## src/rtl/dfm_pkg.sv

```systemverilog
// dfm_pkg: shared state encoding, measurement word field positions and error bit indices
package dfm_pkg;
  typedef enum logic [1:0] {IDLE, MUL, DIV, DONE} state_e;
  localparam int REF_CNT_MSB = 63;
  localparam int REF_CNT_LSB = 32;
  localparam int SIG_CNT_MSB = 31;
  localparam int SIG_CNT_LSB = 0;
  localparam int ERR_DIV0 = 0;
  localparam int ERR_OVF = 1;
endpackage

```

## src/rtl/seq_div_u64.sv

```systemverilog
// seq_div_u64: 64/32 restoring divider, one quotient bit per cycle, fixed 64-cycle run
module seq_div_u64 (
  input  logic        clk_i,
  input  logic        rst_i,
  input  logic        start_i,
  input  logic [63:0] dvd_i,
  input  logic [31:0] den_i,
  output logic        done_o,
  output logic [63:0] quot_o
);
  logic        run_q, run_d, ge;
  logic [5:0]  cnt_q, cnt_d;
  logic [31:0] rem_q, rem_d, den_q, den_d;
  logic [32:0] sh;
  logic [63:0] dvd_q, dvd_d;
  always_comb begin
    sh = {rem_q, dvd_q[63]};
    ge = sh >= {1'b0, den_q};
    done_o = run_q && cnt_q == '0;
    run_d = start_i ? 1'b1 : done_o ? 1'b0 : run_q;
    cnt_d = start_i ? 6'd63 : run_q ? cnt_q - 6'd1 : cnt_q;
    rem_d = start_i ? '0 : run_q ? (ge ? 32'(sh - {1'b0, den_q}) : sh[31:0]) : rem_q;
    dvd_d = start_i ? dvd_i : run_q ? {dvd_q[62:0], ge} : dvd_q;
    den_d = start_i ? den_i : den_q;
  end
  always_ff @(posedge clk_i) begin
    if (rst_i) begin
      run_q <= 1'b0;
      cnt_q <= '0;
      rem_q <= '0;
      dvd_q <= '0;
      den_q <= '0;
    end else begin
      run_q <= run_d;
      cnt_q <= cnt_d;
      rem_q <= rem_d;
      dvd_q <= dvd_d;
      den_q <= den_d;
    end
  end
  assign quot_o = dvd_q;
endmodule

```

## src/rtl/freq_calc.sv

```systemverilog
// freq_calc: frequency = sig_cnt * REF_CLK_HZ / ref_cnt with saturation, div-by-zero flag and drop detection
module freq_calc
  import dfm_pkg::*;
#(
  parameter logic [31:0] REF_CLK_HZ = 32'd100_000_000,
  parameter int          CNT_W = 32
) (
  input  logic               clk_i,
  input  logic               rst_i,
  input  logic               meas_vld_i,
  input  logic [2*CNT_W-1:0] meas_data_i,
  output logic               busy_o,
  output logic               drop_o,
  output logic               res_vld_o,
  output logic [CNT_W-1:0]   res_freq_o,
  output logic [1:0]         res_err_o
);
  state_e             state_q, state_d;
  logic [CNT_W-1:0]   ref_q, ref_d, sig_q, sig_d, freq_q, freq_d, freq_sel;
  logic [1:0]         err_q, err_d, err_sel;
  logic [63:0]        quot;
  logic               div_done, take;
  seq_div_u64 u_div (
    .clk_i  (clk_i),
    .rst_i  (rst_i),
    .start_i(state_q == MUL),
    .dvd_i  (64'(sig_q) * 64'(REF_CLK_HZ)),
    .den_i  (ref_q),
    .done_o (div_done),
    .quot_o (quot)
  );
  always_comb begin
    take = state_q == IDLE && meas_vld_i;
    state_d = state_q == IDLE ? (meas_vld_i ? MUL : IDLE) :
              state_q == MUL  ? DIV :
              state_q == DIV  ? (div_done ? DONE : DIV) : IDLE;
    ref_d = take ? meas_data_i[REF_CNT_MSB:REF_CNT_LSB] : ref_q;
    sig_d = take ? meas_data_i[SIG_CNT_MSB:SIG_CNT_LSB] : sig_q;
    err_sel = '0;
    err_sel[ERR_DIV0] = ref_q == '0;
    err_sel[ERR_OVF] = ref_q != '0 && quot[63:CNT_W] != '0;
    freq_sel = |err_sel ? '1 : quot[CNT_W-1:0];
    freq_d = state_q == DONE ? freq_sel : freq_q;
    err_d = state_q == DONE ? err_sel : err_q;
  end
  always_ff @(posedge clk_i) begin
    if (rst_i) begin
      state_q <= IDLE;
      ref_q   <= '0;
      sig_q   <= '0;
      freq_q  <= '0;
      err_q   <= '0;
    end else begin
      state_q <= state_d;
      ref_q   <= ref_d;
      sig_q   <= sig_d;
      freq_q  <= freq_d;
      err_q   <= err_d;
    end
  end
  // Result is visible during DONE itself; the registers take it over for the hold period
  assign busy_o     = state_q != IDLE;
  assign drop_o     = meas_vld_i && busy_o && !rst_i;
  assign res_vld_o  = state_q == DONE;
  assign res_freq_o = res_vld_o ? freq_sel : freq_q;
  assign res_err_o  = res_vld_o ? err_sel : err_q;
endmodule

```

## config.mk

```make
export PLATFORM = sky130hd
export DESIGN_NAME = freq_calc
export DESIGN_NICKNAME = d
export VERILOG_FILES = /design/src/rtl/dfm_pkg.sv /design/src/rtl/seq_div_u64.sv /design/src/rtl/freq_calc.sv
export SDC_FILE = /design/constraint.sdc
export NUM_CORES = 1
export LEC_CHECK = 0
export CAP_MARGIN = 10
export CORE_UTILIZATION = 55
export DETAILED_ROUTE_END_ITERATION = 8
export GPL_ROUTABILITY_DRIVEN = 0
export PLACE_DENSITY_LB_ADDON = 0.2
export SLEW_MARGIN = 20
export SYNTH_ARGS = -nofsm -noshare
export SYNTH_HDL_FRONTEND = slang
export SYNTH_SLANG_ARGS = --single-unit
```

## constraint.sdc

```tcl
create_clock -name clk_i -period 14 [get_ports clk_i]
set_input_delay 2.8 -clock clk_i [delete_from_list [all_inputs] [get_ports clk_i]]
set_output_delay 2.8 -clock clk_i [all_outputs]
set_load 0.02 [all_outputs]
```

Yosys cells after proc, flatten, opt, wreduce, memory -nomap -nowiden. Cells that the tools add are included.

$add $sub $neg: 2. Multipliers: 1. Order comparisons: 1. Equal/unequal tests: 3. Mux-type cells: 15. Reductions and logical operators: 16.

Operator list (number): 2-to-1 mux 59 bit (2); 2-to-1 mux 32 bit (3); nonzero test 32 bit (2); multiplier 32 x 19 -> 51 bit (second input constant) (1); greater-or-equal comparator 33 x 32 -> 1 bit (1); zero test 32 bit (1); subtractor 32 bit (1); 2-to-1 mux 6 bit (2); 2-to-1 mux 2 bit (4); zero test 6 bit (1); nonzero test 2 bit (3); subtractor 6 x 1 -> 6 bit (second input constant) (1); logical AND 1 bit (5); equality test 2 bit (second input constant) (2); 2-to-1 mux 1 bit (4); OR reduction 2 bit (2); equality test 2 x 1 -> 1 bit (second input constant) (1); zero test 2 bit (1); zero test 1 bit (1).

Register bits: 235. Input port bits: 67. Word-level logic and storage cells: 49.

Longest topological paths before layout. Gate-level depths: netlist of the first run.

Depth after elaboration: 6. Depth in mapped cells: 23.

Hierarchy. A second synthesis of the first run with hierarchy kept.

Cells, all modules: 2597. Area total of the unflattened synthesis: 23418.7 um2.

By module, submodules not included: freq_calc (times used 1, cells each 1635, area an instance 15687.5 um2, seq. area each 2001.9 um2); seq_div_u64 (times used 1, cells each 962, area an instance 7731.2 um2, seq. area each 2702.6 um2).

Least setup slack after synthesis of the first run. OpenSTA, ideal clock, no wires.

Path kind: input to output. From: in rst_i. To: out drop_o. Arrival time: 3867 ps. Data required time: 11200 ps. Slack: 7333 ps. Cell stages on the path: 4. Path buffers: 3. Cells stage by stage: clkbuf_1 > clkbuf_1 > clkbuf_1 > nor3b_1.

Cells in the longest elaborated chain, start to end: 2.

RTL lines: from (decl) (RTL line freq_calc.sv:9) `input logic rst_i,`; zero test 1 bit (RTL line freq_calc.sv:63) `assign drop_o = meas_vld_i && busy_o && !rst_i;`; logical AND 1 bit (RTL line freq_calc.sv:63); to (decl) (RTL line freq_calc.sv:13) `output logic drop_o,`.

No other way between the ends.

Worst setup path after layout of the first run.
From: in meas_vld_i. To: out drop_o.

Cells in the longest elaborated chain, start to end: 2.

RTL lines: from (decl) (RTL line freq_calc.sv:10) `input logic meas_vld_i,`; logical AND 1 bit (2 in a row) (RTL line freq_calc.sv:63).

No other way between the ends.

==> results of run 1 <==
## metrics by stage
step                      instance area (um2)  hold slack, ps  setup slack (ps)
final                                   25300             472              7080
after global routing                    25300             495              6830
after CTS                               25300             477              7070
after detailed placement                24300             469              7070
after global placement                  24300             467              7070
after floorplan                         23000             442              7330
## Yosys cell counts, types with 7 or more instances
library cell / instances / area share, %
ha_1: 264 / 14
buf_2: 7 / 0.15
dfxtp_1: 235 / 20
nor3b_1: 10 / 0.33
o21ai_0: 58 / 1.3
nand2b_1: 8 / 0.22
o211ai_1: 10 / 0.33
a21o_1: 63 / 2.1
mux2i_1: 84 / 3.7
a31oi_1: 20 / 0.54
nand2_1: 174 / 2.8
nand4_1: 21 / 0.57
xnor2_1: 46 / 1.8
nor3_1: 17 / 0.37
nor2_1: 121 / 2.0
nand3_1: 16 / 0.35
o21a_1: 11 / 0.36
clkbuf_1: 82 / 1.3
inv_1: 439 / 7.2
fa_1: 268 / 23
nor4_1: 17 / 0.46
a21oi_1: 168 / 3.7
xor2_1: 50 / 1.9
o22ai_1: 9 / 0.24
a211oi_1: 82 / 2.7
buf_1: 23 / 0.38
o21bai_1: 14 / 0.46
nor2b_1: 77 / 2.1
o22a_1: 33 / 1.3
## critical path, cell delays in order
cell and delay (ps):
clkdlybuf4s50_1 500, nor3b_1 190, clkdlybuf4s50_1 630
## state kept, by name (all words and copies together), names as in the netlist
signal and count:
err_q 2, sig_q 32, u_div.rem_q 32, u_div.cnt_q 6, freq_q 32, state_q 2
u_div.quot_o 64, ref_q 32, u_div.den_q 32, u_div.run_q 1
## cells by family (layout without fill, tap and decap cells)
| logic type | Yosys count | in the layout | share of synthesized area (%) |
|---|---|---|---|
| buf+inv | 555 | 599 | 9.22 |
| fa+ha+maj | 532 | 532 | 37.7 |
| xor+xnor | 96 | 96 | 3.65 |
| mux | 88 | 88 | 3.85 |
| compound gates | 524 | 524 | 15.1 |
| flops | 235 | 235 | 20.4 |
| simple gates | 489 | 489 | 10.1 |
| other cells | 0 | 2 | 0 |
## routing by layer
layer,GRT usage (%),part of all wire [%],vias up
met5,0,0,-
met4,8.77,2.9,0
met3,3.12,4.7,89
met2,44.8,48,423
met1,35.7,45,8527
li1,-,-,8413
## power by group through the flow
stage	clock, uW	combinational, uW	sequential [uW]
3_3_place_gp	0	2900	801
3_5_place_dp	0	2950	803
5_1_grt	781	3360	799
2_1_floorplan	0	2340	773
4_1_cts	755	2970	790
6_report	739	2950	791
## cell type report
class,count,area [um2]
clock inverters,15,176
fillers,3545,15800
clock buffers,34,753
multi-input cells,1729,16200
well taps,532,666
diodes,2,5.00
repair buffers,111,1090
flip-flops and latches,235,4710
inverters,439,1650
## final timing paths
check,startpoint,to,slack (ps)
setup / recovery,meas_vld_i,drop_o,7080
hold / removal,ref_q[11],ref_q[11],470
setup reg to reg,sig_q[13],u_div.quot_o[58],7160
hold reg to reg,ref_q[11],ref_q[11],470
==> metrics.md, run 1 <==
| Metric | Value |
|---|---|
| Hold path depth | `2` |
| Synthesis Warnings | `0` |
| Fmax | `145 MHz` |
| CTS buffer count | `28` |
| Fin nets | `3143` |
| Commonest non-fill, non-tap cell in the layout | `inv_1` |
| Fin crit period | `6920 ps` |
| Final HPWL DP | `41.4 mm` |
| Worst-margin pin slew | `1050 ps` |
| FF+latch count, synth | `235` |
| Setup violators final | `0` |
| Power Dens Cells | `177 nW/um2` |
| Die ar. | `42700 um2` |
| Die extent in x | `207 um` |
| R2R cell count | `20` |
| EDFF count, synth | `0` |
| Clock tree buffer depth | `3` |
| Synth Area per Inst | `9.14 um2` |
| P&R area growth vs syn | `9.79%` |
| Setup crit end kind | `output port` |
| Failing checks | `design-rule violations` |
| Vias | `17452` |
| Starting density of the core | `56.1%` |
| First DRT Iteration DRCs | `1160` |
| DR pass1 iterations | `8` |
| P_sw | `2130 uW` |
| DIE HEIGHT | `207 um` |
| Utilization after layout | `61.6%` |
| Clock sink count | `235` |
| First-pass GRT wire length | `90.6 mm` |
| Vias in the first global route | `17937` |
| Layout cells sized above 1 | `2.93%` |
| Fin cells | `3097` |
| Clk pin slew, worst setup/hold paths | `60 ps` |
| Vias per cell | `5.64` |
| Combinational power share | `65.8%` |
| Primary FF master, synth | `dfxtp_1` |
| Detail Route Antenna Nets | `0` |
| Setup Buffers After CTS | `0` |
| IO buf count | `103` |
| Tot GR Track Use | `26.6%` |
| Htree depth | `1` |
| Final period util | `49.4%` |
| Critical Path Start Type | `input pin` |
| Largest net degree at the start of global routing | `100` |
| Final WL | `53.8 mm` |
| Fraction of registers with async set/reset | `0%` |
| Switching Fraction | `47.6%` |
| # hold bufs at CTS | `0` |
| Sequential share of the synthesized area | `20.4%` |
| Initial antenna violation count | `3` |
| DRC | `13` |
| Final Hold Fails | `0` |
| Slew Limit Headroom | `30.0%` |
| Pins over their slew limit | `0` |
| Pwr Total | `4480 uW` |
| Root buf cell | `clkbuf_16` |
| CP required | `11200 ps` |
| Cts repair resizes | `0` |
| Worst-path fanout max | `3` |
| Netlist Area Pre-Place | `23000 um2` |
| Clock power frac | `16.5%` |
| Post-Syn Instances | `2519` |
| Synth unique cells | `70` |
| CTS tree | `done` |
| WP data arrival | `4120 ps` |
| Pint | `2350 uW` |
| Io pins | `104` |
| Placeable Area | `41000 um2` |
| Grt total ovfl | `0` |
| Pleak | `0.0123 uW` |
| Clock skew | `13.5 ps` |
| Crit Path Class | `in2out` |
| Most frequent cells in the layout | `inv_1, fa_1, ha_1` |
| Setup TNS | `0 ps` |
| Placed Instances | `3046` |
| Avg WL per Cell | `17.4 um` |
| Hold Crit Class | `reg2reg` |
| Core Rows | `74` |
| Status | `complete, but fails checks` |
| Worst-Skew Late Latency | `570 ps` |
| Sequential Power Share | `17.7%` |
| Unrepaired setup endpoints after global routing | `no` |
| Max IR drop VDD | `0.208 mV` |
| Synthesized net count | `3118` |
| MaxCap Viol Count | `0` |
(Power assumes the default switching activity.)
==> run 2: changes to the inputs <==
Clock period 14 ns to 6.81 ns, I/O delays scaled along.
==> metrics.md, run 2 (synthesis results as in run 1) <==
| Metric | Value |
|---|---|
| Setup crit end kind | `register` |
| Placeable Area | `41000 um2` |
| CP cell instances | `inv_1, fa_1, inv_1, ha_1, a21o_1, fa_1, fa_1, fa_1, inv_1, fa_1, inv_1, ha_1, a21oi_1, o21ai_0, o31ai_2, nor3_1, a21oi_1, a211oi_1, a211oi_1, nor2_1, a2111oi_0` |
| Core Rows | `74` |
| Crit Path Class | `reg2reg` |
| Htree depth | `1` |
| Hold Crit Class | `reg2reg` |
| # hold bufs at CTS | `0` |
| Worst-margin pin slew | `1080 ps` |
| First DRT Iteration DRCs | `1020` |
| Critical Path Start Type | `register` |
| Clock sink count | `235` |
| First-pass GRT wire length | `92.1 mm` |
| Grt total ovfl | `0` |
| Tot GR Track Use | `27.2%` |
| Die ar. | `42700 um2` |
| Worst-Skew Late Latency | `580 ps` |
| DRC | `12` |
| Initial antenna violation count | `2` |
| Pleak | `0.0124 uW` |
| Utilization after layout | `62.0%` |
| Setup Buffers After CTS | `0` |
| Reg2Reg Setup Slack | `380 ps` |
| P&R area growth vs syn | `10.5%` |
| Worst-path fanout max | `7` |
| R2R cell count | `21` |
| IO buf count | `103` |
| Largest net degree at the start of global routing | `108` |
| Unrepaired setup endpoints after global routing | `yes` |
| Worst R2R End | `u_div.quot_o[58]` |
| MaxCap Viol Count | `0` |
| CTS buffer count | `28` |
| Vias per cell | `5.64` |
| Cts repair resizes | `0` |
| Pins over their slew limit | `0` |
| DR pass1 iterations | `7` |
| Final hold slack | `474 ps` |
| Io pins | `104` |
| Final Hold Fails | `0` |
| Most frequent cells in the layout | `inv_1, fa_1, ha_1` |
| Status | `complete, but fails checks` |
| Root buf cell | `clkbuf_16` |
| Clock skew | `27.4 ps` |
| Fmax | `155 MHz` |
| Vias | `17602` |
| Power Dens Cells | `363 nW/um2` |
| Max incr delay on CP | `560 ps` |
| Final HPWL DP | `43.7 mm` |
| Fin nets | `3166` |
| Max IR drop VDD | `0.403 mV` |
| Setup violators final | `0` |
| R2R Path Start | `sig_q[8]` |
| Die extent in x | `207 um` |
| CP most frequent cell | `fa_1` |
| Max reg flops | `64` |
| CTS tree | `done` |
| Commonest non-fill, non-tap cell in the layout | `inv_1` |
| Critical Path End | `u_div.quot_o[58]` |
| Avg WL per Cell | `17.7 um` |
| DIE HEIGHT | `207 um` |
| Slew Limit Headroom | `28.1%` |
| Starting density of the core | `56.1%` |
| Clock tree buffer depth | `3` |
| Final period util | `94.5%` |
| Clk pin slew, worst setup/hold paths | `60 ps` |
| Detail Route Antenna Nets | `0` |
| Fin crit period | `6430 ps` |
| Failing checks | `design-rule violations` |
| Final WL | `55.4 mm` |
| WP data arrival | `6870 ps` |
| Layout cells sized above 1 | `3.91%` |
| Vias in the first global route | `18185` |
| Crit-path slowest cell | `fa_1` |
| CP required | `7250 ps` |
| Critical Path Start | `sig_q[8]` |
[run 2: cell count changes in the layout (fill, tap and decap cells not counted), moves of 2 or more]
cell | before | now
buf_4 | 8 | 31
clkbuf_8 | 3 | 8
clkinv_2 | 6 | 2
bufinv_16 | 3 | 1
dfxtp_1 | 234 | 232
dfxtp_2 | 0 | 2
inv_6 | 1 | 3
[run 2: area by class of cell]
type	count	area (um2)
diodes	2	5.00
flip-flops and latches	235	4710
clock inverters	10	106
well taps	532	666
multi-input cells	1729	16200
repair buffers	134	1260
inverters	439	1650
fillers	3577	15600
clock buffers	38	818
[run 2: where the power goes]
| group | switching (uW) | internal, uW |
|---|---|---|
| sequential | 110 | 1490 |
| combinational | 3680 | 2460 |
| clock | 625 | 878 |
[run 2: how the worst min path moves through the flow]
stage | from | endpoint | slack [ps] | depth (start not counted)
after global placement | ref_q[11] | ref_q[11] | 460 | 2
after global routing | ref_q[11] | ref_q[11] | 500 | 2
after floorplan | u_div.rem_q[1] | u_div.rem_q[1] | 440 | 2
after detailed placement | ref_q[24] | ref_q[24] | 470 | 2
after CTS | ref_q[30] | ref_q[30] | 480 | 2
final | ref_q[30] | ref_q[30] | 470 | 2
[run 2: through the flow]
stage / worst slack [ps] / TNS [ps] / instance area (um2) / power, uW / instances
after floorplan: 914 / 0 / 23000 / 6400 / 2519
after global placement: 424 / 0 / 24500 / 7660 / 3069
after detailed placement: 291 / 0 / 24500 / 7750 / 3069
after CTS: 245 / 0 / 25400 / 9290 / 3117
after global routing: -21.4 / -21.4 / 25400 / 10200 / 3119
final: 378 / 0 / 25400 / 9230 / 3119
[run 2: critical path: cells and delay by family, from the launching register on]
family          cells  cell delay, ps
buf+inv             4             370
fa+ha+maj           7            3170
flops               1             490
compound gates      8            2070
simple gates        2             180
[run 2: metal layers]
layer  GRT usage [%]  wire length, um  vias to the layer above  part of all wire (%)
met5               0                0                        -                     0
met4            9.22             1820                        0                   3.3
li1                -                -                     8446                     -
met1            36.5            24500                     8610                    44
met3            3.36             2820                      106                   5.1
met2            45.4            26300                      440                    47
